`src/rtl/sb_arbiter.sv`:
```
// sb_arbiter: two-master data-memory arbiter with sub-word loads and read-modify-write stores.
module sb_arbiter #(
    parameter int ADDR_W = 32,
    parameter bit RR_EN  = 1'b1
) (
    input  logic              clk,
    input  logic              rst,
    input  logic              m0_un_sign,
    input  logic [1:0]        m0_byte_mask,
    input  logic              m0_re,
    input  logic              m0_we,
    input  logic [ADDR_W-1:0] m0_addr,
    input  logic [31:0]       m0_wdata,
    output logic [31:0]       m0_rdata,
    output logic              m0_ack,
    input  logic              m1_un_sign,
    input  logic [1:0]        m1_byte_mask,
    input  logic              m1_re,
    input  logic              m1_we,
    input  logic [ADDR_W-1:0] m1_addr,
    input  logic [31:0]       m1_wdata,
    output logic [31:0]       m1_rdata,
    output logic              m1_ack,
    input  logic [31:0]       s_rdata,
    output logic              s_rw_o,
    output logic [ADDR_W-1:0] s_addr_o,
    output logic [31:0]       s_wdata_o,
    output logic              busy_o
);
    typedef enum logic [1:0] {IDLE, RD, RDW, WR} state_t;
    state_t state, state_n;
    logic              last, id, we, un;
    logic [1:0]        mk;
    logic [ADDR_W-1:0] addr;
    logic [31:0]       wdata;
    logic              req0, req1, gnt1, g_we, g_sub, ack, load_ack;
    logic [1:0]        g_mk;
    logic [4:0]        sh_b, sh_l;
    logic [31:0]       shifted, lane_m, merged, ext;
    logic [15:0]       half;
    always_comb begin
        req0    = m0_re | m0_we;
        req1    = m1_re | m1_we;
        gnt1    = req1 & (~req0 | (RR_EN & ~last));
        g_we    = gnt1 ? m1_we : m0_we;
        g_mk    = gnt1 ? m1_byte_mask : m0_byte_mask;
        g_sub   = (g_mk == 2'b01) | (g_mk == 2'b10);
        sh_b    = {addr[1:0], 3'b000};
        sh_l    = (mk == 2'b01) ? sh_b : {addr[1], 4'b0000};
        shifted = s_rdata >> sh_b;
        half    = addr[1] ? s_rdata[31:16] : s_rdata[15:0];
        ext     = (mk == 2'b01) ? {{24{shifted[7] & ~un}}, shifted[7:0]} :
                  (mk == 2'b10) ? {{16{half[15] & ~un}}, half} : s_rdata;
        // the merged word reuses the wdata register, so WR always drives wdata
        lane_m  = ((mk == 2'b01) ? 32'h0000_00FF : 32'h0000_FFFF) << sh_l;
        merged  = (s_rdata & ~lane_m) | ((wdata << sh_l) & lane_m);
    end
    always_comb begin
        state_n = state;
        unique case (state)
            IDLE: state_n = (req0 | req1) ? ((g_we & ~g_sub) ? WR : RD) : IDLE;
            RD:   state_n = RDW;
            RDW:  state_n = we ? WR : IDLE;
            WR:   state_n = IDLE;
        endcase
    end
    always_ff @(posedge clk) begin
        if (rst) begin
            state <= IDLE;
            last  <= 1'b1;
            id    <= 1'b0;
            we    <= 1'b0;
            un    <= 1'b0;
            mk    <= 2'b00;
            addr  <= '0;
            wdata <= '0;
        end else begin
            state <= state_n;
            if (state == IDLE && (req0 | req1)) begin
                id    <= gnt1;
                last  <= gnt1;
                we    <= g_we;
                un    <= gnt1 ? m1_un_sign : m0_un_sign;
                mk    <= g_mk;
                addr  <= gnt1 ? m1_addr : m0_addr;
                wdata <= gnt1 ? m1_wdata : m0_wdata;
            end
            if (state == RDW && we)
                wdata <= merged;
        end
    end
    // reset aborts at once: no ack and no write even in the cycle reset is seen
    always_comb begin
        ack       = ~rst & ((state == RDW & ~we) | (state == WR));
        load_ack  = ~rst & (state == RDW) & ~we;
        m0_ack    = ack & ~id;
        m1_ack    = ack & id;
        m0_rdata  = (load_ack & ~id) ? ext : 32'h0;
        m1_rdata  = (load_ack & id) ? ext : 32'h0;
        s_rw_o    = ~rst & (state == WR);
        s_addr_o  = (state != IDLE) ? {addr[ADDR_W-1:2], 2'b00} : '0;
        s_wdata_o = (state == WR) ? wdata : 32'h0;
        busy_o    = state != IDLE;
    end
endmodule

```
`config.mk`:
```
export PLATFORM = sky130hd
export DESIGN_NAME = sb_arbiter
export DESIGN_NICKNAME = d
export VERILOG_FILES = /design/src/rtl/sb_arbiter.sv
export SDC_FILE = /design/constraint.sdc
export NUM_CORES = 1
export LEC_CHECK = 0
export BUFFER_PORTS_ARGS = -buffer_cell sky130_fd_sc_hd__buf_2
export CORE_ASPECT_RATIO = 1.75
export CORE_MARGIN = 4
export CORE_UTILIZATION = 45
export CTS_CLUSTER_SIZE = 28
export DETAILED_ROUTE_END_ITERATION = 10
export PLACE_DENSITY_LB_ADDON = 0.05
export SYNTH_ARGS = -nofsm -noshare
export SYNTH_HDL_FRONTEND = slang
export SYNTH_SLANG_ARGS = --single-unit
```
`constraint.sdc`:
```
create_clock -name clk -period 5.3 [get_ports clk]
set_input_delay 0.265 -clock clk [delete_from_list [all_inputs] [get_ports clk]]
set_output_delay 0.265 -clock clk [all_outputs]
set_load 0.03 [all_outputs]
```
Word level (Yosys, flattened, before mapping)
Index checks and enable logic that the tools add are counted.
{"block": "totals", "reg_bits": 72, "latch_bits": 0, "ramBits": 0, "romBits": 0, "inputBits": 172, "out_inout_bits": 132, "n_memories": 0}
{"block": "op_classes", "add_sub_neg": 0, "multipliers": 0, "div_mod_pow": 0, "order_cmp": 0, "n_eq_ne": 7, "shifts": 3, "mux": 20, "n_bitwise": 30, "n_reduce_logical": 5}
{"cell": "$mux W32", "count": 10}
{"cell": "$and A32 B32 Y32", "count": 2}
{"cell": "$mux W16", "count": 2}
{"cell": "$not A32 Y32", "count": 1}
{"cell": "$or A32 B32 Y32", "count": 1}
{"cell": "$shl A16 B5 Y32", "count": 1}
{"cell": "$shl A32 B5 Y32", "count": 1}
{"cell": "$shr A32 B5 Y8", "count": 1}
{"cell": "$and A1 B1 Y1", "count": 13}
{"cell": "$eq A2 B2 Y1 const B", "count": 4}
{"cell": "$mux W2", "count": 4}
{"cell": "$pmux W2 S4", "count": 1}
{"cell": "$not A1 Y1", "count": 7}
{"cell": "$eq A2 B1 Y1 const B", "count": 3}
{"cell": "$or A1 B1 Y1", "count": 6}
{"cell": "$mux W4", "count": 1}
{"cell": "$reduce_bool A2 Y1", "count": 2}
{"cell": "$logic_and A1 B1 Y1", "count": 2}
{"cell": "$logic_not A2 Y1", "count": 1}
{"cell": "$mux W1", "count": 2}

Longest topological paths before layout
Gate-level depths: netlist (run 1).
{"block": "depth", "depth_word": 12, "ltp_mapped": 7, "mapped_depth_nobuf": 4}

Worst setup path after synthesis (run 1)
No wires, ideal clock.
{"block": "synth_timing", "path_kind": "register to output", "start": "register addr[0]", "end": "output port m1_rdata[15]", "t_arrival_ns": 1.849, "setup_slack_ns": 3.186, "path_stages_with_launch": 6, "n_path_buf": 1, "cell_sequence": "dfxtp_1 buf_2 or3b_2 a2bb2oi_2 o221ai_1 nor2b_1"}
{"block": "synth_via", "elab_chain_len": 4}
{"element": "start: declaration", "line_no": "34", "rtl": "logic [ADDR_W-1:0] addr;"}
{"element": "start signal: assignment", "line_no": "85", "rtl": "addr <= gnt1 ? m1_addr : m0_addr;"}
{"element": "$shr A32 B5 Y8", "line_no": "50", "rtl": "shifted = s_rdata >> sh_b;"}
{"element": "$and A1 B1 Y1", "line_no": "52", "rtl": "ext = (mk == 2'b01) ? {{24{shifted[7] & ~un}}, shifted[7:0]} :"}
{"element": "$mux W32", "line_no": "52"}
{"element": "$mux W32", "line_no": "99", "rtl": "m1_rdata = (load_ack & id) ? ext : 32'h0;"}
{"element": "end: declaration", "line_no": "22", "rtl": "output logic [31:0] m1_rdata,"}
Every way passes these cells.

Final worst setup path (run 1)
{"block": "layout_timing", "start": "register addr[1]", "end": "output port m1_rdata[9]"}
{"block": "layout_via", "elab_chain_len": 4}
{"element": "$shr A32 B5 Y8 or $mux W16 (tied branches)", "line_no": "50, 51"}
{"element": "$and A1 B1 Y1 or $mux W32 (tied branches)", "line_no": "52, 53"}
{"element": "$mux W32 (*)", "line_no": "52"}
{"element": "$mux W32 (*)", "line_no": "99"}
Mark *: on every way between the ends. The rest lies on a longest branch, timed or not.

==> results.cfg, run 1 <==
[routing]
drt_iter0_drc = 303
ant_nets = 0
drt_pass1_iterations = 5
drcViolationCount = 0
vias = 6585
viasPerCell = 5.807
wl_um = 21990
wl_per_cell_um = 19.39

[floorplanning]
core_area_mm2 = 0.01214
die_area_mm2 = 0.01445
ioPinCount = 304
initial_core_util = 0.4646
die_w_um = 92.61
std_cell_rows = 53
die_height_um = 156.1

[setup_path]
crit_path_cell_trace = nand3b_1 > mux2i_1 > o22ai_1 > nor2b_1 > buf_2
crit_fanout = 26
cp.arrival_ns = 3.20
critPathRequiredTime_ns = 5.04
cp_top_family = simple AND/OR/NAND/NOR gates
cp-start-kind = flop
slowest_stage = dfxtp_1
worst-path-buf-inv = 1
criticalPathCategory = reg2out
cp_slowest_stage_delay_ns = 0.97
cp-end-kind = output pin

[finish]
fin_nets = 1139
fillers = 1173
layout_common_cells = buf_2, nand2_1, dfxtp_1
layout-drive-gt1-share = 0.3849
post-route-util = 0.6010
insertedDiodeCount = 0
area_growth_pct = 29.36
layout_commonest_cell = buf_2
stdcell_count = 1134

[sta]
finalSetupViolations = 0
max_freq_mhz = 288.6
hold_viol = 0
timing.final.crit_period_ns = 3.465
slew_headroom = 0.2162
setup_slack_ns = 1.835
report.final.slew_viol_count = 0
fin_skew_ns = 0.004683
fin_crit_sh = 0.6537
setup_tns_ns = 0
tightestPinTransition_ns = 1.170
rsz0062_at_grt = false

[logic_synthesis]
yosysUniqueCellTypes = 54
synth-seq-cells = 72
synthCells = 728
ys.flop_type = dfxtp_1
synth_async_sr_flop_share = 0
ys_warn_count = 0
ys_seq_area_frac = 0.2557
synthesis.area_mm2 = 0.005638
synth-edff-count = 0
syn_area_per_cell_um2 = 7.744

[pwr]
power.density_mw_per_mm2 = 350.3
p_int_mw = 1.447
p_leak_nw = 3.704
p_sw_frac = 0.4335
ir_drop_uv = 242.6
seq_power_share = 0.322
p_comb_frac = 0.467
p_clk_frac = 0.211
p_sw_mw = 1.108

[placement]
place_ws_ns = 2.202
gp_congestion = 0.9768
dp_hpwl_um = 17180
dp.cells = 1121
io_buffer_count = 301

[clock_tree]
htree_num_levels = 3
numCtsBuffers = 9
cts_sinks = 72
cts_tree = done
clk-insertion-delay-late_ns = 0.33
ctsHoldBuffers = 0
root_buffer = clkbuf_16
path_clk_slew_ns = 0.05
cts.path.max_buffers = 2
cts_resized = 0
post-cts-setup-buffers = 0

[min_path]
worstHoldPathType = in2reg

[global_route]
grt_pass1_vias = 6413
grt_overflow = 0
grt_use_total = 0.2888
grt_pass1_wl_um = 33430
antenna_found_initial = 0
grt_start_max_net_pins = 95

[run_status]
status = completed

[flow_run]
maxCapViolCount = 0
## through the flow
stage / hold WS (ns) / power [mW] / instance area (um^2)
final: 0.2271 / 2.555 / 7293
after global routing: 0.2234 / 2.706 / 7293
after CTS: 0.2181 / 2.556 / 7293
after detailed placement: 0.5143 / 2.014 / 7032
after global placement: 0.5016 / 1.980 / 7032
after floorplan: 0.4002 / 1.718 / 5642
## tightest hold or removal path: cells and delay by family
kind / cells / cell delay [ns]
AOI/OAI and AO/OA: 2 / 0.17
buffers and inverters: 1 / 0.07
## routing by layer
metal | up-vias | track usage | routed length (um)
li1 | 3161 | - | -
met1 | 3027 | 0.3135 | 7926
met2 | 336 | 0.5239 | 11260
met3 | 61 | 0.06033 | 1713
met4 | 0 | 0.1454 | 1088
met5 | - | 0 | 0
## logic make-up (layout without fill, tap and decap cells)
kind of cell | after synthesis | count (layout) | synth area share
compound gates | 205 | 205 | 0.2885
xor+xnor | 2 | 2 | 0.003108
buf+inv | 90 | 330 | 0.07590
flops | 72 | 72 | 0.2557
mux | 36 | 36 | 0.07967
other cells | 1 | 2 | 0.0006651
simple gates | 322 | 322 | 0.2965
## power groups by stage
stage	Clock [mW]	Combinational [mW]	Sequential, mW
final	0.540	1.19	0.822
after global routing	0.569	1.30	0.839
after CTS	0.548	1.19	0.816
after detailed placement	0	1.19	0.826
after global placement	0	1.16	0.818
after floorplan	0	0.985	0.733
## synthesized netlist by cell type (14+ instances only)
library cell / instances / share of area
dfxtp_1: 72 / 0.26
nand2_1: 74 / 0.049
a21oi_1: 45 / 0.040
nand3_1: 46 / 0.041
a311oi_2: 35 / 0.093
clkbuf_1: 52 / 0.035
a211oi_1: 26 / 0.035
a22oi_1: 14 / 0.019
and2_1: 47 / 0.052
mux2i_1: 28 / 0.050
and3_1: 59 / 0.065
buf_2: 15 / 0.013
o22ai_1: 22 / 0.024
nor2_1: 45 / 0.030
nor2b_1: 19 / 0.021
o21ai_0: 27 / 0.024
## area by class of cell
class | instances | area, um^2 | area share
clock inverter | 1 | 5.005 | 0.0006862
inverter | 10 | 37.54 | 0.005147
sequential | 72 | 1441 | 0.1976
timing repair buffer | 307 | 1551 | 0.2127
clock buffer | 12 | 256.5 | 0.03517
tap | 165 | 206.4 | 0.02831
multi-input combinational | 567 | 3795 | 0.5203
## final timing paths
kind                              startpoint          end  slack, ns  cells after the start
worst max-delay path                 addr[1]  m1_rdata[9]       1.84                      5
worst min-delay path            m0_wdata[29]         flop       0.23                      3
worst max register to register      state[1]     wdata[7]       2.27                      4
worst min register to register            id           id       0.52                      2
(Power assumes the default switching activity.)
==> inputs of run 2 (changes only) <==
Settings changed: ABC_AREA set to 1.
Clock period 5.3 ns to 3.48 ns, I/O delays scaled along.
==> results.cfg, run 2 <==
[floorplanning]
die_height_um = 160.9
core_area_mm2 = 0.01301
die_w_um = 95.38
die_area_mm2 = 0.01535
ioPinCount = 304
std_cell_rows = 55
initial_core_util = 0.4622

[sta]
setup_tns_ns = 0
fin_skew_ns = 0.009098
slew_headroom = 0.3364
finalSetupViolations = 0
fin_crit_sh = 0.8072
max_freq_mhz = 356.0
rsz0062_at_grt = false
timing.final.crit_period_ns = 2.809
tightestPinTransition_ns = 0.9930
report.final.slew_viol_count = 0
hold_viol = 0

[finish]
layout_common_cells = buf_2, inv_1, nand2_1
layout_commonest_cell = buf_2
fin_nets = 1530
area_growth_pct = 29.39
fillers = 1480
layout-drive-gt1-share = 0.2568
post-route-util = 0.5981

[pwr]
p_int_mw = 2.075
p_clk_frac = 0.230
ir_drop_uv = 286.1
p_sw_frac = 0.4554
p_leak_nw = 4.817
p_comb_frac = 0.471
seq_power_share = 0.298
p_sw_mw = 1.735
power.density_mw_per_mm2 = 489.9

[setup_path]
critPathRequiredTime_ns = 3.31
cp.arrival_ns = 2.63
criticalPathCategory = reg2out
cp-start-kind = flop
cp_slowest_stage_delay_ns = 0.65
cp_top_family = simple AND/OR/NAND/NOR gates
crit_path_cell_trace = inv_1 > nand2_2 > o22ai_2 > nand2_2 > nand2_1 > inv_1 > nor2_1 > buf_2
r2r_slack_ns = 1.39
cp-end-kind = output pin
slowest_stage = dfxtp_1
worst-path-buf-inv = 3
crit_fanout = 41

[placement]
dp_hpwl_um = 17270
gp_congestion = 0.9542
io_buffer_count = 301

[global_route]
grt_overflow = 0
grt_pass1_vias = 6817
grt_use_total = 0.2764
grt_start_max_net_pins = 67
antenna_found_initial = 1
grt_pass1_wl_um = 33690

[logic_synthesis]
synth-edff-count = 0
synthCells = 1107
synth-adder-area-share = 0
synth_xor_xnor_area_share = 0
synth_top_family_by_area = simple AND/OR/NAND/NOR gates
ys.flop_type = dfxtp_1
yosysUniqueCellTypes = 27
synthesis.area_mm2 = 0.006012
yosys.area.top_type = dfxtp_1
synth_mux_area_frac = 0
syn_area_per_cell_um2 = 5.431
synth_compound_area_frac = 0.2385
yosysTopAreaCellShare = 0.2398
synth-simple-area-share = 0.3080
synth-seq-cells = 72
ys_warn_count = 0
synth_async_sr_flop_share = 0
ys_seq_area_frac = 0.2398
ys_top_cells_by_count = inv_1, nand2_1, nor2_1
yosys.cell_count.top_type = inv_1
yosys-top-cells-area = dfxtp_1, inv_1, nand2_1

[min_path]
worstHoldPathType = in2reg

[clock_tree]
path_clk_slew_ns = 0.05
cts.path.max_buffers = 2
htree_num_levels = 3
ctsHoldBuffers = 0
post-cts-setup-buffers = 0
cts_tree = done
clk-insertion-delay-late_ns = 0.34
numCtsBuffers = 9
cts_resized = 0
cts_sinks = 72
root_buffer = clkbuf_16

[run_status]
status = completed

[flow_run]
maxCapViolCount = 0

[routing]
wl_um = 22020
vias = 7581
drt_pass1_iterations = 5
viasPerCell = 4.939
drcViolationCount = 0
drt_iter0_drc = 382
ant_nets = 0
wl_per_cell_um = 14.35
## run 2: final timing paths
| check | depth (start not counted) | endpoint | from |
|---|---|---|---|
| setup reg to reg | 7 | state[1] | last |
| hold reg to reg | 2 | addr[5] | addr[5] |
| setup / recovery | 8 | m0_rdata[13] | addr[0] |
| hold / removal | 2 | id | rst |
## run 2: cell families after synthesis
logic type	count (synthesis)
and+or+nand+nor	453
buffers and inverters	328
other	1
AOI/OAI and AO/OA	253
DFF	72
## run 2: power by group through the flow
stage	logic [mW]	clock network [mW]	registers, mW
after floorplan	1.37	0	1.10
after global placement	1.78	0	1.15
after detailed placement	1.80	0	1.15
after CTS	1.80	0.892	1.13
after global routing	2.03	0.926	1.16
final	1.80	0.877	1.14
## run 2: layout make-up
type,count,area [um^2],share of cell area
multi-input cells,708,3301,0.4243
repair buffers,310,1574,0.2023
flip-flops and latches,72,1441,0.1853
inverters,257,964.7,0.1240
clock buffers,10,239.0,0.03072
well taps,171,214.0,0.02751
clock inverters,6,42.54,0.005469
diodes,1,2.502,0.0003217
## run 2: metrics by stage
step           hold slack [ns]  instance area, um^2  instances  setup WS (ns)  total power [mW]
6_report                0.1264                 7779       1535         0.6710             3.811
3_3_place_gp            0.4577                 7495       1518          1.118             2.928
4_1_cts                 0.1102                 7776       1534         0.7155             3.829
3_5_place_dp            0.4631                 7495       1518          1.092             2.943
5_1_grt                 0.1425                 7779       1535         0.4320             4.117
2_1_floorplan           0.3758                 6016       1108          1.667             2.473
## run 2: routing by layer
layer | routed length [um] | global-route usage | vias up | share of wire
met2 | 11320 | 0.5011 | 297 | 0.51
met3 | 1833 | 0.05436 | 66 | 0.083
li1 | - | - | 3913 | -
met4 | 942 | 0.1263 | 0 | 0.043
met1 | 7925 | 0.2997 | 3305 | 0.36
met5 | 0 | 0 | - | 0
## run 2: worst reg2reg max path, stage by stage (launching register included)
cell,delay (ns)
dfxtp_1,0.38
o21ai_4,0.11
nand2_4,0.34
buf_4,0.54
nand2_1,0.12
a21oi_1,0.23
nand3_1,0.16
a21oi_1,0.15
